## config.mk

```make
export PLATFORM = sky130hd
export DESIGN_NAME = seq_alu_flat
export DESIGN_NICKNAME = d
export VERILOG_FILES = /design/src/rtl/alu_pkg.sv /design/src/rtl/seq_alu_if.sv /design/src/rtl/seq_alu_muldiv.sv /design/src/rtl/seq_alu.sv /design/src/flat_wrapper.sv
export SDC_FILE = /design/constraint.sdc
export NUM_CORES = 1
export LEC_CHECK = 0
export ABC_AREA = 1
export CAP_MARGIN = 0
export CELL_PAD_IN_SITES_DETAIL_PLACEMENT = 1
export CELL_PAD_IN_SITES_GLOBAL_PLACEMENT = 1
export CORE_MARGIN = 3
export CORE_UTILIZATION = 46
export CTS_CLUSTER_DIAMETER = 120
export DETAILED_ROUTE_END_ITERATION = 8
export PLACE_DENSITY = 0.83
export SKIP_LAST_GASP = 1
export SYNTH_ARGS = -nofsm -noshare
export SYNTH_HDL_FRONTEND = slang
export SYNTH_HIERARCHICAL = 1
export SYNTH_SLANG_ARGS = --single-unit
```

## constraint.sdc

```tcl
create_clock -name clk -period 3.4 [get_ports clk]
set_input_delay 0.68 -clock clk [delete_from_list [all_inputs] [get_ports clk]]
set_output_delay 0.68 -clock clk [all_outputs]
set_load 0.02 [all_outputs]
```

## src/rtl/alu_pkg.sv

```systemverilog
// Shared definitions for the sequential ALU: opcode map, FSM states,
// multiply/divide mode and the status flag bundle.
package alu_pkg;

    localparam logic [3:0] OP_ADD  = 4'b0001;
    localparam logic [3:0] OP_SUB  = 4'b0010;
    localparam logic [3:0] OP_MUL  = 4'b0011;
    localparam logic [3:0] OP_DIV  = 4'b0100;
    localparam logic [3:0] OP_AND  = 4'b0101;
    localparam logic [3:0] OP_OR   = 4'b0110;
    localparam logic [3:0] OP_NOT1 = 4'b0111;
    localparam logic [3:0] OP_NOT2 = 4'b1000;

    typedef enum logic [2:0] {
        IDLE,
        EXEC,
        MUL,
        DIV,
        DONE
    } state_t;

    typedef enum logic {
        MD_MUL,
        MD_DIV
    } md_mode_t;

    typedef struct packed {
        logic zero;
        logic carry;
        logic ovf;
        logic dz;
        logic ill;
    } flags_t;

endpackage

```

## src/rtl/seq_alu_if.sv

```systemverilog
// Request/response bundle between decode, the ALU and writeback.
// master: drives in_valid/opcode/operands; slave: drives in_ready, done, results, flags.
interface seq_alu_if #(
    parameter int WIDTH = 8
);

    logic             in_valid;
    logic             in_ready;
    logic [3:0]       opcode;
    logic [WIDTH-1:0] operand1;
    logic [WIDTH-1:0] operand2;
    logic             done;
    logic [WIDTH-1:0] ALU_result;
    logic [WIDTH-1:0] result_hi;
    logic             flag_zero;
    logic             flag_carry;
    logic             flag_ovf;
    logic             flag_dz;
    logic             flag_ill;

    modport master (
        output in_valid, opcode, operand1, operand2,
        input  in_ready, done, ALU_result, result_hi,
        input  flag_zero, flag_carry, flag_ovf, flag_dz, flag_ill
    );

    modport slave (
        input  in_valid, opcode, operand1, operand2,
        output in_ready, done, ALU_result, result_hi,
        output flag_zero, flag_carry, flag_ovf, flag_dz, flag_ill
    );

endinterface

```

## src/rtl/seq_alu_muldiv.sv

```systemverilog
// Iterative shift-add multiplier / restoring divider sharing one adder.
// Ports: clk, reset, start, mode, a, b in; busy, finish (1-cycle), hi, lo out.
module seq_alu_muldiv
    import alu_pkg::*;
#(
    parameter int WIDTH = 8
) (
    input  logic             clk,
    input  logic             reset,
    input  logic             start,
    input  md_mode_t         mode,
    input  logic [WIDTH-1:0] a,
    input  logic [WIDTH-1:0] b,
    output logic             busy,
    output logic             finish,
    output logic [WIDTH-1:0] hi,
    output logic [WIDTH-1:0] lo
);

    localparam int CNT_W = $clog2(WIDTH + 1);

    logic [WIDTH-1:0] acc_q;
    logic [WIDTH-1:0] sr_q;
    logic [WIDTH-1:0] m_q;
    logic [CNT_W-1:0] cnt_q;
    md_mode_t         mode_q;
    logic             finish_q;

    logic             sub;
    logic [WIDTH:0]   x;
    logic [WIDTH:0]   y;
    logic [WIDTH+1:0] s;
    logic [WIDTH:0]   p;
    logic             ge;

    // One adder: mul adds the multiplicand into acc, div trial-subtracts
    // the divisor from {acc, next dividend bit}. The top carry of the
    // subtract doubles as the "no borrow" (x >= y) indication.
    always_comb begin
        sub = (mode_q == MD_DIV);
        x   = sub ? {acc_q, sr_q[WIDTH-1]} : {1'b0, acc_q};
        y   = {1'b0, m_q};
        s   = {1'b0, x} + {1'b0, y ^ {(WIDTH+1){sub}}}
            + {{(WIDTH+1){1'b0}}, sub};
        ge  = s[WIDTH+1];
        p   = sr_q[0] ? s[WIDTH:0] : {1'b0, acc_q};
    end

    always_ff @(posedge clk or posedge reset) begin
        if (reset) begin
            acc_q    <= '0;
            sr_q     <= '0;
            m_q      <= '0;
            cnt_q    <= '0;
            mode_q   <= MD_MUL;
            finish_q <= 1'b0;
        end else begin
            finish_q <= 1'b0;
            if (start) begin
                acc_q  <= '0;
                m_q    <= (mode == MD_MUL) ? a : b;
                sr_q   <= (mode == MD_MUL) ? b : a;
                cnt_q  <= CNT_W'(WIDTH);
                mode_q <= mode;
            end else if (cnt_q != '0) begin
                if (mode_q == MD_MUL) begin
                    acc_q <= p[WIDTH:1];
                    sr_q  <= {p[0], sr_q[WIDTH-1:1]};
                end else begin
                    acc_q <= ge ? s[WIDTH-1:0] : x[WIDTH-1:0];
                    sr_q  <= {sr_q[WIDTH-2:0], ge};
                end
                cnt_q <= cnt_q - CNT_W'(1);
                if (cnt_q == CNT_W'(1)) begin
                    finish_q <= 1'b1;
                end
            end
        end
    end

    assign busy   = (cnt_q != '0);
    assign finish = finish_q;
    assign hi     = acc_q;
    assign lo     = sr_q;

endmodule

```

## src/rtl/seq_alu.sv

```systemverilog
// Multi-cycle ALU: valid/ready input, registered results/flags, done pulse.
// Ports: clk, reset (async, active-high), bus (seq_alu_if.slave).
module seq_alu
    import alu_pkg::*;
#(
    parameter int WIDTH = 8
) (
    input  logic     clk,
    input  logic     reset,
    seq_alu_if.slave bus
);

    state_t           state_q;
    state_t           state_d;
    logic [3:0]       op_q;
    logic [WIDTH-1:0] a_q;
    logic [WIDTH-1:0] b_q;

    logic             accept;
    logic             md_start;
    logic             md_busy;
    logic             md_finish;
    md_mode_t         md_mode;
    logic [WIDTH-1:0] md_hi;
    logic [WIDTH-1:0] md_lo;

    logic             load_out;
    logic [WIDTH:0]   sum;
    logic [WIDTH:0]   dif;
    logic [WIDTH-1:0] r_lo;
    logic [WIDTH-1:0] r_hi;
    flags_t           f_d;
    logic [WIDTH-1:0] res_q;
    logic [WIDTH-1:0] hi_q;
    flags_t           f_q;

    assign accept  = bus.in_valid && bus.in_ready;
    assign md_mode = (bus.opcode == OP_DIV) ? MD_DIV : MD_MUL;
    // Divide by zero never enters the iterative unit.
    assign md_start = accept
        && ((bus.opcode == OP_MUL)
        || ((bus.opcode == OP_DIV) && (bus.operand2 != '0)));

    seq_alu_muldiv #(.WIDTH(WIDTH)) u_muldiv (
        .clk    (clk),
        .reset  (reset),
        .start  (md_start),
        .mode   (md_mode),
        .a      (bus.operand1),
        .b      (bus.operand2),
        .busy   (md_busy),
        .finish (md_finish),
        .hi     (md_hi),
        .lo     (md_lo)
    );

    always_ff @(posedge clk or posedge reset) begin
        if (reset) begin
            state_q <= IDLE;
            op_q    <= '0;
            a_q     <= '0;
            b_q     <= '0;
        end else begin
            state_q <= state_d;
            if (accept) begin
                op_q <= bus.opcode;
                a_q  <= bus.operand1;
                b_q  <= bus.operand2;
            end
        end
    end

    always_comb begin
        state_d  = state_q;
        load_out = 1'b0;
        unique case (state_q)
            IDLE: begin
                if (accept) begin
                    if (bus.opcode == OP_MUL) begin
                        state_d = MUL;
                    end else if (md_start) begin
                        state_d = DIV;
                    end else begin
                        state_d = EXEC;
                    end
                end
            end
            EXEC: begin
                load_out = 1'b1;
                state_d  = DONE;
            end
            MUL, DIV: begin
                if (md_finish) begin
                    load_out = 1'b1;
                    state_d  = DONE;
                end
            end
            DONE:    state_d = IDLE;
            default: state_d = IDLE;
        endcase
    end

    always_comb begin
        r_lo = '0;
        r_hi = '0;
        f_d  = '0;
        sum  = {1'b0, a_q} + {1'b0, b_q};
        dif  = {1'b0, a_q} - {1'b0, b_q};
        if (state_q == MUL) begin
            r_lo  = md_lo;
            r_hi  = md_hi;
            f_d.ovf = (md_hi != '0);
        end else if (state_q == DIV) begin
            r_lo = md_lo;
            r_hi = md_hi;
        end else begin
            unique case (1'b1)
                (op_q == OP_ADD): begin
                    r_lo      = sum[WIDTH-1:0];
                    f_d.carry = sum[WIDTH];
                    f_d.ovf   = (a_q[WIDTH-1] == b_q[WIDTH-1])
                             && (r_lo[WIDTH-1] != a_q[WIDTH-1]);
                end
                (op_q == OP_SUB): begin
                    r_lo      = dif[WIDTH-1:0];
                    f_d.carry = dif[WIDTH];
                    f_d.ovf   = (a_q[WIDTH-1] != b_q[WIDTH-1])
                             && (r_lo[WIDTH-1] != a_q[WIDTH-1]);
                end
                (op_q == OP_DIV): begin
                    r_lo   = '1;
                    r_hi   = a_q;
                    f_d.dz = 1'b1;
                end
                (op_q == OP_AND):  r_lo = a_q & b_q;
                (op_q == OP_OR):   r_lo = a_q | b_q;
                (op_q == OP_NOT1): r_lo = ~a_q;
                (op_q == OP_NOT2): r_lo = ~b_q;
                default:           f_d.ill = 1'b1;
            endcase
        end
        f_d.zero = (r_lo == '0);
    end

    always_ff @(posedge clk or posedge reset) begin
        if (reset) begin
            res_q <= '0;
            hi_q  <= '0;
            f_q   <= '0;
        end else if (load_out) begin
            res_q <= r_lo;
            hi_q  <= r_hi;
            f_q   <= f_d;
        end
    end

    assign bus.in_ready   = (state_q == IDLE) && !md_busy;
    assign bus.done       = (state_q == DONE);
    assign bus.ALU_result = res_q;
    assign bus.result_hi  = hi_q;
    assign bus.flag_zero  = f_q.zero;
    assign bus.flag_carry = f_q.carry;
    assign bus.flag_ovf   = f_q.ovf;
    assign bus.flag_dz    = f_q.dz;
    assign bus.flag_ill   = f_q.ill;

endmodule
```

## src/flat_wrapper.sv

```systemverilog
// flat-port wrapper written by rule: the top's interface ports become plain ports
module seq_alu_flat import alu_pkg::*;
#(
    parameter int WIDTH = 8
)
  (clk, reset, bus_in_valid, bus_opcode, bus_operand1, bus_operand2, bus_in_ready, bus_done, bus_ALU_result, bus_result_hi, bus_flag_zero, bus_flag_carry, bus_flag_ovf, bus_flag_dz, bus_flag_ill);
  seq_alu_if #(.WIDTH(WIDTH)) bus_i ();
  input  logic clk;
  input  logic reset;
  input wire logic [$bits(bus_i.in_valid)-1:0] bus_in_valid;
  input wire logic [$bits(bus_i.opcode)-1:0] bus_opcode;
  input wire logic [$bits(bus_i.operand1)-1:0] bus_operand1;
  input wire logic [$bits(bus_i.operand2)-1:0] bus_operand2;
  output wire logic [$bits(bus_i.in_ready)-1:0] bus_in_ready;
  output wire logic [$bits(bus_i.done)-1:0] bus_done;
  output wire logic [$bits(bus_i.ALU_result)-1:0] bus_ALU_result;
  output wire logic [$bits(bus_i.result_hi)-1:0] bus_result_hi;
  output wire logic [$bits(bus_i.flag_zero)-1:0] bus_flag_zero;
  output wire logic [$bits(bus_i.flag_carry)-1:0] bus_flag_carry;
  output wire logic [$bits(bus_i.flag_ovf)-1:0] bus_flag_ovf;
  output wire logic [$bits(bus_i.flag_dz)-1:0] bus_flag_dz;
  output wire logic [$bits(bus_i.flag_ill)-1:0] bus_flag_ill;
  assign bus_i.in_valid = bus_in_valid;
  assign bus_i.opcode = bus_opcode;
  assign bus_i.operand1 = bus_operand1;
  assign bus_i.operand2 = bus_operand2;
  assign bus_in_ready = bus_i.in_ready;
  assign bus_done = bus_i.done;
  assign bus_ALU_result = bus_i.ALU_result;
  assign bus_result_hi = bus_i.result_hi;
  assign bus_flag_zero = bus_i.flag_zero;
  assign bus_flag_carry = bus_i.flag_carry;
  assign bus_flag_ovf = bus_i.flag_ovf;
  assign bus_flag_dz = bus_i.flag_dz;
  assign bus_flag_ill = bus_i.flag_ill;
  seq_alu #(.WIDTH(WIDTH)) u_core (.clk(clk), .reset(reset), .bus(bus_i));
endmodule
```

# Yosys cells after proc, flatten, opt, wreduce, memory -nomap -nowiden
# Index checks and enable logic that the tools add are counted.
# Widths: inputs -> output; s select.
dict set report totals {
  ff_bits 74
  latchBits 0
  ram_bits 0
  rom_bits 0
  in_bits 23
  output_inout_bits 23
  word_cells 101
  mem_count 0
}
dict set report classes {
  n_addsub 5
  mul 0
  div_mod_pow 0
  order_cmp 0
  n_eq_ne 20
  shift 0
  n_mux 37
  bitwise 5
  n_reduce_logical 17
}
# operator count
set op_table {}
lappend op_table {{$mux 8} 14}
lappend op_table {{$pmux 8 s7} 1}
lappend op_table {{$eq 4x3->1 const B} 5}
lappend op_table {{$mux 9} 2}
lappend op_table {{$not 8->8} 2}
lappend op_table {{$reduce_bool 8->1} 2}
lappend op_table {{$mux 4} 3}
lappend op_table {{$add 10x1->10} 1}
lappend op_table {{$add 9x9->10} 1}
lappend op_table {{$add 8x8->9} 1}
lappend op_table {{$mux 1} 9}
lappend op_table {{$pmux 3 s3} 1}
lappend op_table {{$sub 8x8->9} 1}
lappend op_table {{$xor 8x9->9} 1}
lappend op_table {{$and 8x8->8} 1}
lappend op_table {{$eq 4x1->1 const B} 2}
lappend op_table {{$eq 4x2->1 const B} 2}
lappend op_table {{$logic_not 8->1} 1}
lappend op_table {{$or 8x8->8} 1}
lappend op_table {{$reduce_or 7->1} 1}
lappend op_table {{$eq 3x2->1 const B} 2}
lappend op_table {{$logic_and 1x1->1} 6}
lappend op_table {{$mux 2} 3}
lappend op_table {{$mux 3} 2}
lappend op_table {{other kinds (17)} 19}

# Longest topological paths before layout
dict set report logic_depth {
  depth_word 9
  depth_mapped 18
  depth_no_buf 17
}

# Hierarchy
# The synthesis kept the hierarchy.
# mod instances cells_per_inst area_per_inst_um2 seq_area_each_um2
set by_module_without_submodules {}
lappend by_module_without_submodules {seq_alu 1 470 3279.4 1101.1}
lappend by_module_without_submodules {seq_alu_muldiv 1 354 2412.3 750.7}

# Worst setup path after synthesis
# Ideal clock, no wire load.
dict set report synth_timing {
  kind {register -> register}
  start {register u_core.u_muldiv.cnt_q[0]}
  end {register u_core.u_muldiv.sr_q[1], in the netlist u_core/u_muldiv/lo[1]}
  setup_time_ps 82
  arrival_ps 2893
  t_required_ps 3318
  slack_ps 425
  stages_incl_launch_ff 12
  path_buffers 1
  period_less_slack_ps 2975
  path_cell_list {dfrtp_1 inv_1 ha_1 nand2_2 nor4_1 nand2_1 a21oi_1 inv_2 clkbuf_1 nor2_1 o21ai_1 a31oi_1}
}
dict set report synth_via {
  elab_chain_len 6
  word_cells_on_any_way 7
  cone_classes {mux: 1; reduce/logical: 6}
}
# element line
set synth_lines {}
lappend synth_lines {{start: declaration} seq_alu_muldiv.sv:25} ;# logic [CNT_W-1:0] cnt_q;
lappend synth_lines {{start signal: assignment} seq_alu_muldiv.sv:63} ;# cnt_q <= CNT_W'(WIDTH);
lappend synth_lines {{start signal: assignment} seq_alu_muldiv.sv:73} ;# cnt_q <= cnt_q - CNT_W'(1);
lappend synth_lines {{$reduce_bool 4->1 (*)} seq_alu_muldiv.sv:81} ;# assign busy = (cnt_q != '0);
lappend synth_lines {{via u_core.md_busy} seq_alu.sv:21} ;# logic md_busy;
lappend synth_lines {{$logic_not 1->1 (*)} seq_alu.sv:157} ;# assign bus.in_ready = (state_q == IDLE) && !md_busy;
lappend synth_lines {{$logic_and 1x1->1 (*)} seq_alu.sv:157}
lappend synth_lines {{via bus_in_ready} flat_wrapper.sv:14} ;# output wire logic [$bits(bus_i.in_ready)-1:0] bus_in_ready;
lappend synth_lines {{$logic_and 1x1->1 (*)} seq_alu.sv:37} ;# assign accept = bus.in_valid && bus.in_ready;
lappend synth_lines {{$logic_and 1x1->1 (*)} seq_alu.sv:41} ;# && ((bus.opcode == OP_MUL)
lappend synth_lines {{via u_core.md_start} seq_alu.sv:20} ;# logic md_start;
lappend synth_lines {{$mux 8 or $reduce_bool 2->1 (tied branches)} -}
lappend synth_lines {{end signal: assignment} seq_alu_muldiv.sv:62} ;# sr_q <= (mode == MD_MUL) ? b : a;
lappend synth_lines {{end signal: assignment} seq_alu_muldiv.sv:68} ;# sr_q <= {p[0], sr_q[WIDTH-1:1]};
lappend synth_lines {{end signal: assignment} seq_alu_muldiv.sv:71} ;# sr_q <= {sr_q[WIDTH-2:0], ge};
lappend synth_lines {{end: declaration} seq_alu_muldiv.sv:23} ;# logic [WIDTH-1:0] sr_q;
# The timed path passes the listed nets; every way through them passes the cells marked *.
# A chain may end at the register's enable or synchronous reset.

# Worst setup path in the final report
dict set report layout_timing {
  start {register u_core.u_muldiv.cnt_q[1]}
  end {output port bus_in_ready}
}
dict set report layout_via {
  elab_chain_len 3
}
# element line
set layout_lines {}
lappend layout_lines {{$reduce_bool 4->1} seq_alu_muldiv.sv:81}
lappend layout_lines {{via u_core.md_busy} seq_alu.sv:21}
lappend layout_lines {{$logic_not 1->1} seq_alu.sv:157}
lappend layout_lines {{$logic_and 1x1->1} seq_alu.sv:157}
lappend layout_lines {{end: declaration} flat_wrapper.sv:14}
# The timed path passes the listed nets, and every way through them passes these cells.

==> summary.txt <==
Logic synthesis
  • Post-Synthesis Cells: a little over 800
  • Largest area contributor in the netlist: dfrtp_1
  • Ranking of synthesized cells by area: dfrtp_1, nand2_1, ha_1, inv_1, nor2_1
  • Post-synth top cells: nand2_1, inv_1, nor2_1
  • Seq cells post-synth: between 70 and 80
  • Mapped Avg Cell Area: roughly 7 um^2
  • Register area share after synthesis: 0.3253
  • Synth cell types: 44
  • Most common cell in the netlist: nand2_1
  • Dominant synthesized flop cell: dfrtp_1
  • Top-area cell type share of the netlist area: 0.3253
  • Post-synth EDFFs: 0
  • Post-synth ARST share: 1.000
  • Syn nets: 884
  • Synth Warn #: 6
  • Post-Syn Area: 0.005692 mm^2

Placed design
  • Worst slack at placement: 530.8 ps
  • Detailed Place HPWL: 15,330 um
  • Routability cong.: 0.9093
  • Number of port buffers: 45

Setup path
  • Crit path arrival time: 2220 ps
  • CP Cell Sequence: inv_1 > ha_1 > nand2_2 > nor4_1 > buf_4 > clkdlybuf4s50_1
  • CP Data Required Time: 2720 ps
  • R2R Setup Slk: 760 ps
  • WS Path Type: register to output port
  • Levels on crit path: 6
  • CP Launch Type: register
  • Critical R2R Capture: u_core/u_muldiv/hi[6]
  • CP delay by family, top: buffers and inverters
  • Worst Reg-to-Reg Cells: 13
  • CP peak stage delay: ~600 ps
  • CP Buf/Inv Count: 3
  • CP endpoint kind: output port
  • RR Startpoint: u_core/u_muldiv/mode_q
  • CP Max Fanout: 4
  • CP max-delay cell: clkdlybuf4s50_1

GRT
  • Total GRT Usage: 0.3005
  • First-pass GRT wire length: 31,780 um
  • Initial antenna violation count: 0
  • Vias in the first global route: 5,945
  • Pin count of the biggest net entering global routing: 34
  • Total gr overflow: 0

Hold path
  • Tightest Hold Check Type: register to register
  • Hold depth: 2
  • Hold Startpoint: u_core/bus.flag_carry
  • Worst hold endpoint: u_core/bus.flag_carry

Cells and area
  • Area Overhead vs Synth: 16.42%
  • Fin nets: just over 900
  • ANT cells: 0
  • Layout cells sized above 1: 0.07683

Timing
  • Setup violators final: 0
  • Clk_skew: between 9 and 10 ps
  • FMAX: approximately 340 MHz
  • Worst-Margin Slew: between 1000 and 1500 ps
  • Endpoints failing hold: 0
  • Post-route setup TNS: 0 ps
  • RSZ-0062 raised after global routing: no
  • Fin crit share: 0.8539
  • Final min period: approximately 2900 ps
  • Hold Slack: 483.1 ps
  • Setup WS post-layout: around 500 ps
  • Final Slew Violations: 0
  • Worst slew margin: 0.3179

Power and ir drop
  • Pleak: 3.340 nW
  • Worst VDD drop: 0.0008519 V
  • PwrDens: around 1200 mW/mm^2

Outcome
  • Status: complete, no violations

Floorplanning
  • Core ar.: 0.01176 mm^2
  • Boundary Pins: 46
  • Initial core utilization: 0.4840
  • Die ar.: 0.01374 mm^2
  • Width of the die: 117.2 um
  • Height of the die: 117.2 um
  • Cell Rows: 39

Clock network
  • CTS Buffer Depth: 2
  • Num Clock Sinks: 74
  • Clk slew on worst S/H paths: 60 ps
  • Clk_lat worst skew: between 300 and 400 ps
  • Post CTS Setup Buffer Count: 0
  • CTS buffer count: 9
  • Cts repair resizes: 0
  • Root buf cell: clkbuf_16
  • Hold Buf Count CTS: 0
  • CTS tree: built
  • H-tree Lvls: 3

Run
  • Max Cap Viol: 0

Drt
  • Antenna Violating Nets Remaining: 0
  • Pre-antenna DRT Iters: 5
  • Routed vias: 5,808
  • Initial DRC count: 423
  • Average routed wire per standard cell: between 15 and 20 um
  • Total wire length: 19,610 um
  • Drt drc: 0
  • Vias per cell: 5.606
[per-stage QoR]
step	utilization	std cells	area (um^2)	total power, mW
3_5_place_dp	0.5348	1020	6290	6.782
4_1_cts	0.5635	1036	6626	7.929
5_1_grt	0.5635	1036	6626	8.665
3_3_place_gp	0.5348	1020	6290	6.545
6_report	0.5635	1036	6626	7.965
2_1_floorplan	-	824	5692	5.229
[cells by family after synthesis]
| group | after synthesis | share of synthesized area |
|---|---|---|
| AOI/OAI and AO/OA | 140 | 0.1403 |
| xor gates and xnor gates | 12 | 0.01847 |
| adders and majority gates | 37 | 0.08529 |
| buffers and inverters | 127 | 0.09277 |
| DFF | 74 | 0.3253 |
| and+or+nand+nor | 434 | 0.3379 |
[layout by cell type, fill, tap and decap left out, types with 2 or more instances in the layout]
cell type	netlist	final
a31oi_1	13	13
nand3_2	3	3
o21ai_0	63	63
nand2_4	3	3
nor3_1	6	6
a22oi_1	7	7
clkinv_1	3	4
nand2_1	219	219
dfrtp_1	74	74
fa_1	3	3
clkdlybuf4s50_1	0	45
ha_1	34	34
bufinv_16	0	2
o21ai_1	6	6
a221oi_1	8	8
nand2_2	14	14
clkinv_4	0	2
nor2_4	7	7
clkbuf_16	0	9
nor4_1	5	4
nand3b_1	5	5
xor2_1	7	7
inv_1	97	96
nor2_2	5	5
inv_2	4	4
buf_4	3	9
a21oi_1	32	32
nand4_1	8	8
xnor2_1	5	5
o211ai_1	3	3
nor2_1	97	97
nand3_1	60	60
[registers in the layout (all words and copies together) (netlist names)]
signal and cells:
u_core/u_muldiv/mode_q 1, u_core/u_muldiv/hi 8, u_core/op_q 4, u_core/bus.flag_ovf 1, u_core/u_muldiv/m_q 8, u_core/state_q 3, u_core/bus.ALU_result 8, u_core/u_muldiv/lo 8
u_core/a_q 8, u_core/b_q 8, u_core/bus.flag_zero 1, u_core/u_muldiv/cnt_q 4, u_core/bus.flag_carry 1, u_core/u_muldiv/finish 1, u_core/bus.result_hi 8, u_core/bus.flag_dz 1
u_core/bus.flag_ill 1
[worst max path at each step]
| stage | endpoint | slack, ps | start |
|---|---|---|---|
| 6_report | bus_in_ready | 500 | u_core/u_muldiv/cnt_q[1] |
| 3_3_place_gp | u_core/u_muldiv/hi[0] | 620 | bus_opcode[0] |
| 4_1_cts | bus_in_ready | 480 | u_core/u_muldiv/cnt_q[1] |
| 2_1_floorplan | u_core/u_muldiv/lo[1] | 430 | u_core/u_muldiv/cnt_q[0] |
| 3_5_place_dp | u_core/u_muldiv/hi[0] | 530 | bus_opcode[0] |
| 5_1_grt | bus_in_ready | 400 | u_core/u_muldiv/cnt_q[0] |
[per-layer routing]
metal / vias to the layer above / routed length [um] / GRT usage / share of wire
met5: - / 0 / 0 / 0
met4: 0 / 332 / 0.07569 / 0.017
met3: 33 / 849 / 0.04576 / 0.043
met2: 160 / 8907 / 0.4695 / 0.45
met1: 2850 / 9519 / 0.4367 / 0.49
li1: 2765 / - / - / -
[worst min-delay path, delay by kind of cell (launching register included)]
kind	cells	cell delay (ps)
flip-flops	1	340
AND/OR/NAND/NOR	2	110
[area by class of cell]
type / count / area [um^2]
inverters: 105 / 396.6
multi-input cells: 623 / 3318
clock inverters: 6 / 97.59
repair buffers: 54 / 518.0
flip-flops and latches: 74 / 1852
well taps: 164 / 205.2
clock buffers: 10 / 239.0
fillers: 1556 / 5134
[report_power, final]
group          switching [mW]  internal, mW  total [mW]
Sequential              0.553          1.31        1.86
Clock                   0.404         0.673        1.08
Combinational            3.29          1.74        5.03
Total                    4.25          3.72        7.96
Note: power is estimated with default switching activity, not from simulation.
